## src/rtl/uart_tx_arbiter.sv

```systemverilog
// Round-robin, packet-locked sharing of one UART transmitter among NUM_REQ byte sources.
// A byte is accepted only while tx_ready is high and loads one cycle later; a stalled owner keeps its grant.
module uart_tx_arbiter #(
    parameter int NUM_REQ     = 4,
    parameter int HOLD_CYCLES = 1024
) (
    input  logic                   clk,
    input  logic                   nrst,
    input  logic [NUM_REQ-1:0]     req_valid,
    input  logic [8*NUM_REQ-1:0]   req_data,
    input  logic [NUM_REQ-1:0]     req_last,
    output logic [NUM_REQ-1:0]     req_ready,
    output logic [NUM_REQ-1:0]     grant,
    output logic                   busy,
    output logic                   tx_load,
    output logic [7:0]             tx_data,
    input  logic                   tx_ready
);

    localparam int PW = $clog2(NUM_REQ);
    localparam int HW = (HOLD_CYCLES > 0) ? $clog2(HOLD_CYCLES + 1) : 1;

    typedef enum logic [1:0] {IDLE, SEND, LOAD, WAIT} state_t;

    state_t               state, state_nxt;
    logic [PW-1:0]        ptr, ptr_nxt;
    logic [PW-1:0]        gidx, gidx_nxt;
    logic [HW-1:0]        hold_cnt, hold_nxt;
    logic                 last_flag, last_nxt;
    logic [NUM_REQ-1:0]   grant_nxt;
    logic                 tx_load_nxt;
    logic [7:0]           tx_data_nxt;

    logic                 win_vld;
    logic [PW-1:0]        win_idx;
    logic [PW-1:0]        cand;

    logic                 g_vld;
    logic                 g_last;
    logic [7:0]           g_dat;

    assign g_vld  = req_valid[gidx];
    assign g_last = req_last[gidx];
    assign g_dat  = req_data[{gidx, 3'b000} +: 8];

    // Walk downwards so the candidate closest after ptr is the one left standing.
    always_comb begin
        win_vld = 1'b0;
        win_idx = '0;
        cand    = '0;
        for (int k = NUM_REQ; k >= 1; k--) begin
            cand = PW'((int'(ptr) + k) % NUM_REQ);
            if (req_valid[cand]) begin
                win_vld = 1'b1;
                win_idx = cand;
            end
        end
    end

    always_comb begin
        req_ready = '0;
        if (state == SEND) begin
            req_ready[gidx] = g_vld & tx_ready;
        end
    end

    always_comb begin
        state_nxt   = state;
        ptr_nxt     = ptr;
        gidx_nxt    = gidx;
        grant_nxt   = grant;
        hold_nxt    = hold_cnt;
        last_nxt    = last_flag;
        tx_load_nxt = 1'b0;
        tx_data_nxt = tx_data;

        case (state)
            IDLE: begin
                if (win_vld) begin
                    gidx_nxt  = win_idx;
                    grant_nxt = NUM_REQ'(1) << win_idx;
                    state_nxt = SEND;
                end
            end
            SEND: begin
                if (g_vld) begin
                    if (tx_ready) begin
                        tx_data_nxt = g_dat;
                        tx_load_nxt = 1'b1;
                        last_nxt    = g_last;
                        hold_nxt    = '0;
                        state_nxt   = LOAD;
                    end
                end else if (HOLD_CYCLES != 0) begin
                    if (int'(hold_cnt) + 1 >= HOLD_CYCLES) begin
                        ptr_nxt   = gidx;
                        grant_nxt = '0;
                        hold_nxt  = '0;
                        state_nxt = IDLE;
                    end else begin
                        hold_nxt = hold_cnt + HW'(1);
                    end
                end
            end
            // Guard cycle: the transmitter has not yet dropped tx_ready for this load.
            LOAD: begin
                state_nxt = WAIT;
            end
            WAIT: begin
                if (tx_ready) begin
                    if (last_flag) begin
                        ptr_nxt   = gidx;
                        grant_nxt = '0;
                        state_nxt = IDLE;
                    end else begin
                        state_nxt = SEND;
                    end
                end
            end
            default: begin
                state_nxt = IDLE;
                grant_nxt = '0;
            end
        endcase
    end

    always_ff @(posedge clk or negedge nrst) begin
        if (!nrst) begin
            state     <= IDLE;
            ptr       <= PW'(NUM_REQ - 1);
            gidx      <= '0;
            grant     <= '0;
            busy      <= 1'b0;
            hold_cnt  <= '0;
            last_flag <= 1'b0;
            tx_load   <= 1'b0;
            tx_data   <= 8'h00;
        end else begin
            state     <= state_nxt;
            ptr       <= ptr_nxt;
            gidx      <= gidx_nxt;
            grant     <= grant_nxt;
            busy      <= (state_nxt != IDLE);
            hold_cnt  <= hold_nxt;
            last_flag <= last_nxt;
            tx_load   <= tx_load_nxt;
            tx_data   <= tx_data_nxt;
        end
    end

endmodule

```

## config.mk

```make
export PLATFORM = sky130hd
export DESIGN_NAME = uart_tx_arbiter
export DESIGN_NICKNAME = d
export VERILOG_FILES = /design/src/rtl/uart_tx_arbiter.sv
export SDC_FILE = /design/constraint.sdc
export NUM_CORES = 1
export LEC_CHECK = 0
export CELL_PAD_IN_SITES_DETAIL_PLACEMENT = 1
export CELL_PAD_IN_SITES_GLOBAL_PLACEMENT = 2
export CORE_MARGIN = 5
export CORE_UTILIZATION = 30
export DETAILED_ROUTE_END_ITERATION = 16
export PLACE_DENSITY_LB_ADDON = 0.1
export SKIP_LAST_GASP = 1
export SLEW_MARGIN = 5
export SYNTH_ARGS = -nofsm -noshare
export SYNTH_HDL_FRONTEND = slang
export SYNTH_SLANG_ARGS = --single-unit
```

## constraint.sdc

```tcl
create_clock -name clk -period 4.44 [get_ports clk]
set_input_delay 0.444 -clock clk [delete_from_list [all_inputs] [get_ports clk]]
set_output_delay 0.444 -clock clk [all_outputs]
set_load 0.05 [all_outputs]
```

Yosys cells after proc, flatten, opt, wreduce, memory -nomap -nowiden
Cells that the tools add are included.
- register bits after elaboration: 32
- input bits: 43
- mux-type cells: 47
- bitwise gates (word level): 2
- shifts and indexed selects: 2
- add/subtract/negate cells: 6
- $lt $le $gt $ge: 7
- reductions and logical operators: 10
- equal/unequal tests: 9
- operators with widths (operator ; number):
    two-way mux 11 bit ; 3
    indexed part select 32 x 6 -> 8 bit ; 1
    two-way mux 2 bit ; 13
    two-way mux 4 bit ; 6
    < comparator 2 x 3 -> 1 bit (second input constant) ; 5
    two-way mux 1 bit ; 15
    adder 11 x 1 -> 12 bit (second input constant) ; 1
    binary-select mux 1 bit (select 2 bit) ; 6
    >= comparator 12 x 11 -> 1 bit (second input constant) ; 1
    one-hot mux 4 bit (3 select lines) ; 1
    adder 11 x 1 -> 11 bit (second input constant) ; 1
    inequality test 2 bit (second input constant) ; 5
    one-hot mux 2 bit (4 select lines) ; 1
    AND reduction 6 bit ; 1
    AND reduction 5 bit ; 1
    adder 2 x 1 -> 2 bit (second input constant) ; 2
    adder 2 bit (second input constant) ; 2
    bitwise AND 4 bit ; 1
    equality test 2 bit (second input constant) ; 2
    one-hot mux 2 bit (2 select lines) ; 1
    AND reduction 2 bit ; 2
    nonzero test 2 bit ; 2
    left shift 1 x 2 -> 4 bit (first input constant) ; 1
    AND reduction 3 bit ; 1
    other kinds (8) ; 8

Logic depth before layout (Yosys ltp)
Gate-level depths: netlist of run 1.
- word-level depth: 10
- gate-level depth with buffers: 6

Worst setup path before layout of run 1
Ideal clock, no wire load.
- path type: register to output
- start: register gidx[0]
- end: output port req_ready[2]
- buffers on the path: 2
- cell stages (with the launch flop): 6
- arrival: 2.487 ns
- path slack: 1.509 ns
- required time: 3.996 ns
- cell sequence: dfrtp_1 buf_6 mux4_2 nand4_1 buf_2 nor3b_1
- word-level cells in the longest chain between the ends: 6
- ends and longest elaborated chain (element ; line ; text):
    from (decl) ; 27 ; logic [PW-1:0] gidx, gidx_nxt;
    from (signal assigned) ; 141 ; gidx <= gidx_nxt;
    < comparator 2 x 3 -> 1 bit (implied by the code) / >= comparator 2 x 1 -> 1 bit (equally long branches) ; 63 ; req_ready[gidx] = g_vld & tx_ready;
    logical AND 1 bit (implied by the code) ; 63 ;
    two-way mux 1 bit (implied by the code) ; 63 ;
    demux 1 bit (select 2 bit) ; 63 ;
    bitwise AND 4 bit (no source line) (*) ; -- ;
    two-way mux 4 bit (*) ; 62 ; if (state == SEND) begin
    to (decl) ; 12 ; output logic [NUM_REQ-1:0] req_ready,
Every way passes the cells marked *; elsewhere a longest branch is shown, timed or not. The select of a mux whose other input is x is not followed.

Final worst setup path of run 1
- start: input port req_valid[0]
- end: output port req_ready[3]
- word-level cells in the longest chain between the ends: 5
- ends and longest elaborated chain (element ; line ; text):
    from (decl) ; 9 ; input logic [NUM_REQ-1:0] req_valid,
    binary-select mux 1 bit (select 2 bit) ; 42 ; assign g_vld = req_valid[gidx];
    two-way mux 1 bit (implied by the code) ; 42 ;
    bitwise AND 1 bit ; 63 ;
    bitwise AND 4 bit (no source line) ; -- ;
    two-way mux 4 bit ; 62 ;
Every way passes these cells. The select of a mux whose other input is x is not followed.

==> impl_metrics.ini, run 1 <==
[global_routing]
grt_max_degree = 33
antenna_found_initial = 0
grt_use_total = 0.151
grt-ovfl-total = 0
grt_pass1_vias = 1903
grt_pass1_wl_um = 10000

[sta]
rsz0062_at_grt = no
slew_headroom = 0.443
fin_crit_ps = 3260
tightest_slew_ps = 828
finalSetupViolations = 0
tns_ps = 0
fin_skew_ps = 6.99
fin_ws_ps = 1180
hold_violations = 0
report.final.slew_viol_count = 0
fmax_mhz = 307
holdWs_ps = 493
fin_crit_sh = 0.734

[finish]
drive_gt1_frac = 0.121
fillCellCount = 705
fin_area_um2 = 2730
antenna_cells = 0
multi_input_area_um2 = 1050
fin_nets = 282
regArea_um2 = 803
syn2layout_area_growth_pct = 41.8

[logic_synthesis]
synth_seq_area_share = 0.417
synthArstFlopShare = 1.00
yosysTopAreaCell = dfrtp_1
synth_edf_count = 0
synth_area_leaders = dfrtp_1 39%, mux4_1 6.8%, mux4_2 5.8%, mux2_2 5.3%, nand2_1 3.7%
synth-seq-cells = 32
yosysMostFrequentCell = dfrtp_1
synth_ff_type = dfrtp_1
netlist_instances = 177
yosysTopAreaCellShare = 0.390
ys_types = 47
avgSynthCellArea_um2 = 10.9
synth_nets = 221
yosysWarnings = 0
syn_area_um2 = 1930
synth_common_cells = 30 x dfrtp_1, 19 x nand2_1, 9 x mux2_2

[critical_path]
arrival_ps = 2820
crit_type = in -> out
ff2ff_path_depth = 4
cp-start-kind = input pin
r2r_start = gidx[1]$_DFFE_PN0P_
end_kind = primary output
critPathCapture = req_ready[3]
r2r_setup_slack_ps = 1930
crit_path_max_fanout = 14
startpoint = req_valid[0]
required_ps = 4000
r2r_end = hold_cnt[5]$_DFFE_PN0P_

[route]
wl_per_cell_um = 19.1
viasPerCell = 5.54
dr.pass1.iters = 4
wl_um = 6050
vias = 1750
drt.antenna.violating_nets = 0
drc = 0
drt_iter0_drc = 74

[cts]
worstSkewPairLatency_ps = 290
cts_setup_buffers = 0
clock-sinks = 32
clockRootBuffer = clkbuf_8
holdBufCountCts = 0
cts_resized = 0
cts_buffers = 5
htree_levels = 2
cts_tree = built
clock_path_buffers = 2
clk_pin_slew_ps = 70

[die]
row_count = 29
die_x_um = 90.1
die_area_um2 = 8130
io_pins = 61
die_h_um = 90.1
core-area_um2 = 6310
start_util = 0.305

[run]
maxCapViolCount = 0

[pwr]
p_leak_nw = 1.11
power_mw = 1.67
peakVddDrop_v = 0.000307
powerDensity_nw_per_um2 = 612

[placement]
io_buffer_count = 60
gp_congestion = 0.888
pre_cts_ws_ps = 1170
dpl-instance-area_um2 = 2610
dp_hpwl_um = 4560

[worst_hold_path]
hold_class = reg -> reg

[run_status]
outcome = complete, no violations
==> metal layers <==
layer,wire [um],part of all wire,track usage
met5,0,0,0
met4,106,0.018,0.0422
met3,254,0.042,0.0359
met1,2700,0.45,0.191
met2,2990,0.49,0.256
==> power breakdown <==
group	total, mW	internal [mW]	switching (mW)
registers	0.513	0.402	0.111
logic	0.843	0.354	0.488
clock network	0.316	0.198	0.117
==> how the worst min path moves through the flow <==
stage,from,end,slack [ps],cells past startpoint
finish,grant[1]$_DFFE_PN0P_,grant[1]$_DFFE_PN0P_,490,1
global route,grant[0]$_DFFE_PN0P_,grant[0]$_DFFE_PN0P_,530,1
CTS,grant[1]$_DFFE_PN0P_,grant[1]$_DFFE_PN0P_,500,1
detailed placement,grant[1]$_DFFE_PN0P_,grant[1]$_DFFE_PN0P_,470,1
global placement,grant[0]$_DFFE_PN0P_,grant[0]$_DFFE_PN0P_,480,1
floorplan,nrst,busy$_DFF_PN0_,150,0
==> worst max-delay path, stage by stage <==
cell and delay, ps:
clkdlybuf4s50_1 510, mux4_2 580, nand4_1 120, buf_4 210
inv_1 70, and3_1 180, clkdlybuf4s50_1 690
==> cell families (layout without fill, tap and decap cells) <==
kind of cell               count (synthesis)  after routing  share of synthesized area
AOI/OAI and AO/OA                         44             44                      0.173
and+or+nand+nor                           62             62                      0.171
buffers and inverters                     16             78                     0.0364
DFF                                       32             32                      0.417
adders and majority gates                  1              1                    0.00649
muxes                                     22             22                      0.196
==> final cells by class <==
type | count | area share
flip-flops and latches | 32 | 0.294
clock buffers | 7 | 0.0353
clock inverters | 1 | 0.0110
multi-input cells | 129 | 0.386
repair buffers | 64 | 0.231
inverters | 6 | 0.00824
well taps | 77 | 0.0353
==> registers in the layout (all words and copies together) (netlist names) <==
register   flops
state          2
tx_load        1
grant          4
hold_cnt      11
last_flag      1
busy           1
tx_data        8
gidx           2
ptr            2
==> layout by cell type, fill, tap and decap left out, drive strengths merged, types with 2 or more instances in the layout <==
cell type       n
nor2            5
o221ai          6
nand2          19
clkbuf          7
a41oi           2
a21o            2
inv             6
clkdlybuf4s50  60
buf             4
mux2           11
nand3           5
dfrtp          30
o2bb2ai         2
o2111ai         2
a22o            2
nor4            3
o31ai           3
a21boi          3
and4            3
dfstp           2
o211ai          3
nand4           4
nand2b          3
and2            5
nor3            5
o21ai           6
nor3b           3
a21oi           4
mux4           10
and3            2
nor2b           3
==> stage by stage <==
stage	instances	utilization
2_1_floorplan	177	-
3_3_place_gp	308	0.413
3_5_place_dp	308	0.413
4_1_cts	316	0.433
5_1_grt	316	0.433
6_report	316	0.433
No activity file was read; power rests on OpenSTA's default activity.
==> inputs of run 2 (changes only) <==
- CORE_UTILIZATION: 30 -> 28
- clock period: 4.44 -> 3.3 ns (I/O delays scaled with it)
==> impl_metrics.ini, run 2 (same netlist as run 1, synthesis figures left out) <==
[route]
viasPerCell = 5.42
dr.pass1.iters = 4
drt_iter0_drc = 42
wl_um = 6010
wl_per_cell_um = 18.7
vias = 1740
drt.antenna.violating_nets = 0
drc = 0

[sta]
fmax_mhz = 363
slew_headroom = 0.460
fin_crit_sh = 0.834
finalSetupViolations = 0
hold_violations = 0
tns_ps = 0
rsz0062_at_grt = no
report.final.slew_viol_count = 0
tightest_slew_ps = 802
fin_skew_ps = 7.70
fin_crit_ps = 2750
fin_ws_ps = 548

[pwr]
power_mw = 2.14
powerDensity_nw_per_um2 = 781
peakVddDrop_v = 0.000255
p_leak_nw = 1.12

[placement]
io_buffer_count = 60
pre_cts_ws_ps = 604
dp_hpwl_um = 4660
dpl-instance-area_um2 = 2670
gp_congestion = 0.820

[finish]
antenna_cells = 0
fin_util = 0.406
regArea_um2 = 803
largest_reg_flops = 11
fin_area_um2 = 2750
syn2layout_area_growth_pct = 42.5
multi_input_area_um2 = 1050
drive_gt1_frac = 0.137
top_regs = hold_cnt: 11 flops, tx_data: 8 flops, grant: 4 flops
fillCellCount = 740
layout_common_cells = 56 x clkdlybuf4s50_1, 30 x dfrtp_1, 19 x nand2_1
fin_nets = 284
final_common_cell = clkdlybuf4s50_1
regMostFlops = hold_cnt

[critical_path]
cpMostUsedCell = buf_4
worstPathCellList = buf_4 > mux4_2 > nand4_1 > buf_4 > inv_1 > and3_1 > buf_12
max_stage_delay_ps = 640
crit_type = reg -> out
crit_slowest_cell = mux4_2
cp-start-kind = register
arrival_ps = 2420
crit_path_max_fanout = 16
end_kind = primary output
required_ps = 2970

[cts]
cts_tree = built
worstSkewPairLatency_ps = 290
holdBufCountCts = 0
cts_resized = 0
clock-sinks = 32
clk_pin_slew_ps = 70
htree_levels = 2
clock_path_buffers = 2
cts_setup_buffers = 0
clockRootBuffer = clkbuf_8
cts_buffers = 5

[die]
start_util = 0.285
die_h_um = 93.0
io_pins = 61
die_x_um = 93.0
row_count = 30
die_area_um2 = 8640
core-area_um2 = 6760

[global_routing]
grt_use_total = 0.149
grt-ovfl-total = 0
grt_pass1_vias = 1907
antenna_found_initial = 0
grt_pass1_wl_um = 10100
grt_max_degree = 33

[run]
maxCapViolCount = 0

[run_status]
outcome = complete, no violations

[worst_hold_path]
hold_class = in -> async
run 2: cell count changes in the layout (fill, tap and decap cells not counted):
cell,delta
buf_12,+4
clkdlybuf4s50_1,-4
buf_4,+2
clkbuf_1,+2
clkbuf_8,-2
bufinv_16,-1
clkinv_2,+1
run 2: layer usage:
metal  global-route usage  part of all wire  vias to the layer above
met1                0.183              0.44                      859
met2                0.254              0.49                       48
met4               0.0427             0.013                        0
li1                     -                 -                      825
met5                    0                 0                        -
met3               0.0406             0.057                        8
run 2: path summary, 6_finish.rpt:
| path | start | end | slack [ps] | cells after the start |
|---|---|---|---|---|
| hold reg to reg | grant[3]$_DFFE_PN0P_ | grant[3]$_DFFE_PN0P_ | 510 | 1 |
| setup reg to reg | hold_cnt[0]$_DFFE_PN0P_ | ptr[1]$_DFFE_PN1P_ | 1000 | 6 |
| setup / recovery | gidx[0]$_DFFE_PN0P_ | req_ready[3] | 550 | 7 |
| max in group asynchronous | nrst | ptr[1]$_DFFE_PN1P_ | 2500 | 2 |
| min in group clk | grant[3]$_DFFE_PN0P_ | grant[3]$_DFFE_PN0P_ | 510 | 1 |
| hold / removal | nrst | state[1]$_DFF_PN0_ | 460 | 2 |
run 2: layout make-up:
cell class              instances  area share
clock buffers                   7      0.0278
clock inverters                 1     0.00182
inverters                       6     0.00820
multi-input cells             129       0.384
flip-flops and latches         32       0.292
well taps                      80      0.0364
repair buffers                 66       0.250
run 2: worst max-delay path, delay by kind of cell (launching register included):
family,cells,cell delay [ps]
buf+inv,4,700
mux,1,640
simple gates,2,470
flops,1,320
run 2: stage by stage:
stage,cells,hold WS (ps)
final,321,461
after global routing,321,500
after CTS,321,472
after detailed placement,313,494
after global placement,313,478
after floorplan,177,34.4
run 2: power breakdown:
part	switching, mW	internal [mW]	leakage [nW]
Combinational	0.687	0.503	0.677
Sequential	0.116	0.542	0.401
Clock	0.147	0.148	0.0422
==> inputs of run 3 (changes only) <==
- CORE_UTILIZATION: 28 -> 26
- clock period: 3.3 -> 2.4 ns (I/O delays scaled with it)
==> impl_metrics.ini, run 3 (same netlist as run 1, synthesis figures left out) <==
[critical_path]
worstPathCellList = clkdlybuf4s50_1 > mux4_2 > nand4_1 > buf_4 > inv_1 > and3_1 > buf_12
arrival_ps = 1990
r2r_end = ptr[0]$_DFFE_PN1P_
crit_cells = 7
cp-start-kind = input pin
crit_path_max_fanout = 7
crit_slowest_cell = mux4_2
crit_type = in -> out
required_ps = 2160
ff2ff_path_depth = 5
max_stage_delay_ps = 550
r2r_start = hold_cnt[0]$_DFFE_PN0P_
crit_buf_inv = 4
startpoint = req_valid[3]
end_kind = primary output
critPathCapture = req_ready[3]
r2r_setup_slack_ps = 360
cp_top_family = buffers and inverters

[die]
die_x_um = 96.1
core-area_um2 = 7250
die_area_um2 = 9230
start_util = 0.266
row_count = 31
io_pins = 61
die_h_um = 96.1

[placement]
gp_congestion = 0.837
dp_hpwl_um = 4710
dpl-instance-area_um2 = 2740
io_buffer_count = 60

[global_routing]
grt_max_degree = 33
grt_pass1_wl_um = 9780
grt_pass1_vias = 1855
grt_use_total = 0.140
antenna_found_initial = 0
grt-ovfl-total = 0

[sta]
hold_violations = 0
holdWs_ps = 356
fin_crit_sh = 0.930
tns_ps = 0
report.final.slew_viol_count = 0
finalSetupViolations = 0
rsz0062_at_grt = no
fmax_mhz = 448
slew_headroom = 0.658
fin_crit_ps = 2230
fin_skew_ps = 5.71
tightest_slew_ps = 512

[finish]
drive_gt1_frac = 0.178
regMostFlops = hold_cnt
layout_common_cells = 56 x clkdlybuf4s50_1, 30 x dfrtp_1, 19 x nand2_1
multi_input_area_um2 = 1070
fin_util = 0.396
syn2layout_area_growth_pct = 49.2
regArea_um2 = 803
top_regs = hold_cnt: 11 flops, tx_data: 8 flops, grant: 4 flops
antenna_cells = 0
fillCellCount = 811
fin_nets = 290
fin_area_um2 = 2880
largest_reg_flops = 11
final_common_cell = clkdlybuf4s50_1

[cts]
clock-sinks = 32
cts_tree = built
clockRootBuffer = clkbuf_8
holdBufCountCts = 0
htree_levels = 2
clock_path_buffers = 2
worstSkewPairLatency_ps = 290
cts_buffers = 5
clk_pin_slew_ps = 70

[route]
dr.pass1.iters = 4
wl_um = 6150
viasPerCell = 5.10
drc = 0
drt_iter0_drc = 42
wl_per_cell_um = 17.8
vias = 1765
drt.antenna.violating_nets = 0

[run]
maxCapViolCount = 0

[pwr]
peakVddDrop_v = 0.000897
p_leak_nw = 1.17
powerDensity_nw_per_um2 = 1100

[worst_hold_path]
hold_class = in -> async

[run_status]
outcome = complete, no violations
==> run 3: cell types whose count changed in the layout (fill, tap and decap cells not counted), sizes merged <==
| cell | before | now |
|---|---|---|
| bufinv | 0 | 1 |
| buf | 10 | 16 |
| clkinv | 1 | 0 |
==> run 3: how the worst min path moves through the flow <==
stage | end | slack, ps | cells past startpoint
5_1_grt | tx_data[1]$_DFFE_PN0P_ | 400 | 2
3_3_place_gp | grant[0]$_DFFE_PN0P_ | 480 | 1
3_5_place_dp | grant[1]$_DFFE_PN0P_ | 490 | 1
2_1_floorplan | busy$_DFF_PN0_ | -60 | 0
4_1_cts | tx_load$_DFF_PN0_ | 380 | 2
6_report | tx_load$_DFF_PN0_ | 360 | 2
==> run 3: layer usage <==
layer  global-route usage  up-vias  share of wire
li1                     -      834              -
met1                0.174      878           0.44
met2                0.240       46           0.49
met3               0.0344        7          0.063
met4               0.0355        0          0.010
met5                    0        -              0
==> run 3: area by class of cell <==
cell class | count | share of cell area
clock inverter | 1 | 0.0104
multi-input combinational | 129 | 0.372
clock buffer | 7 | 0.0335
tap | 99 | 0.0431
sequential | 32 | 0.279
inverter | 6 | 0.00783
timing repair buffer | 72 | 0.254
==> run 3: worst reg2reg max path: stages (launching register included) <==
cell	delay [ps]
dfrtp_1	400
ha_1	300
and2_1	240
a41oi_1	240
o41a_1	460
mux2_1	330
==> run 3: repair_timing <==
| item | in CTS | in global routing |
|---|---|---|
| setup buffers | 0 | 1 |
| setup endpoints to repair | 0 | 2 |
| gates resized for setup | 0 | 0 |
==> run 3: per-stage QoR <==
| stage | std cells | worst slack [ps] | power [mW] |
|---|---|---|---|
| after global routing | 346 | 74.9 | 3.37 |
| after global placement | 337 | 139 | 2.57 |
| after floorplan | 177 | 153 | 2.00 |
| after CTS | 345 | 72.2 | 3.21 |
| final | 346 | 169 | 3.16 |
| after detailed placement | 337 | 79.7 | 2.62 |
==> run 3: where the power goes <==
part	switching, mW	leakage (nW)	internal (mW)
clock network	0.205	0.0645	0.366
logic	0.950	0.709	0.726
registers	0.172	0.401	0.746
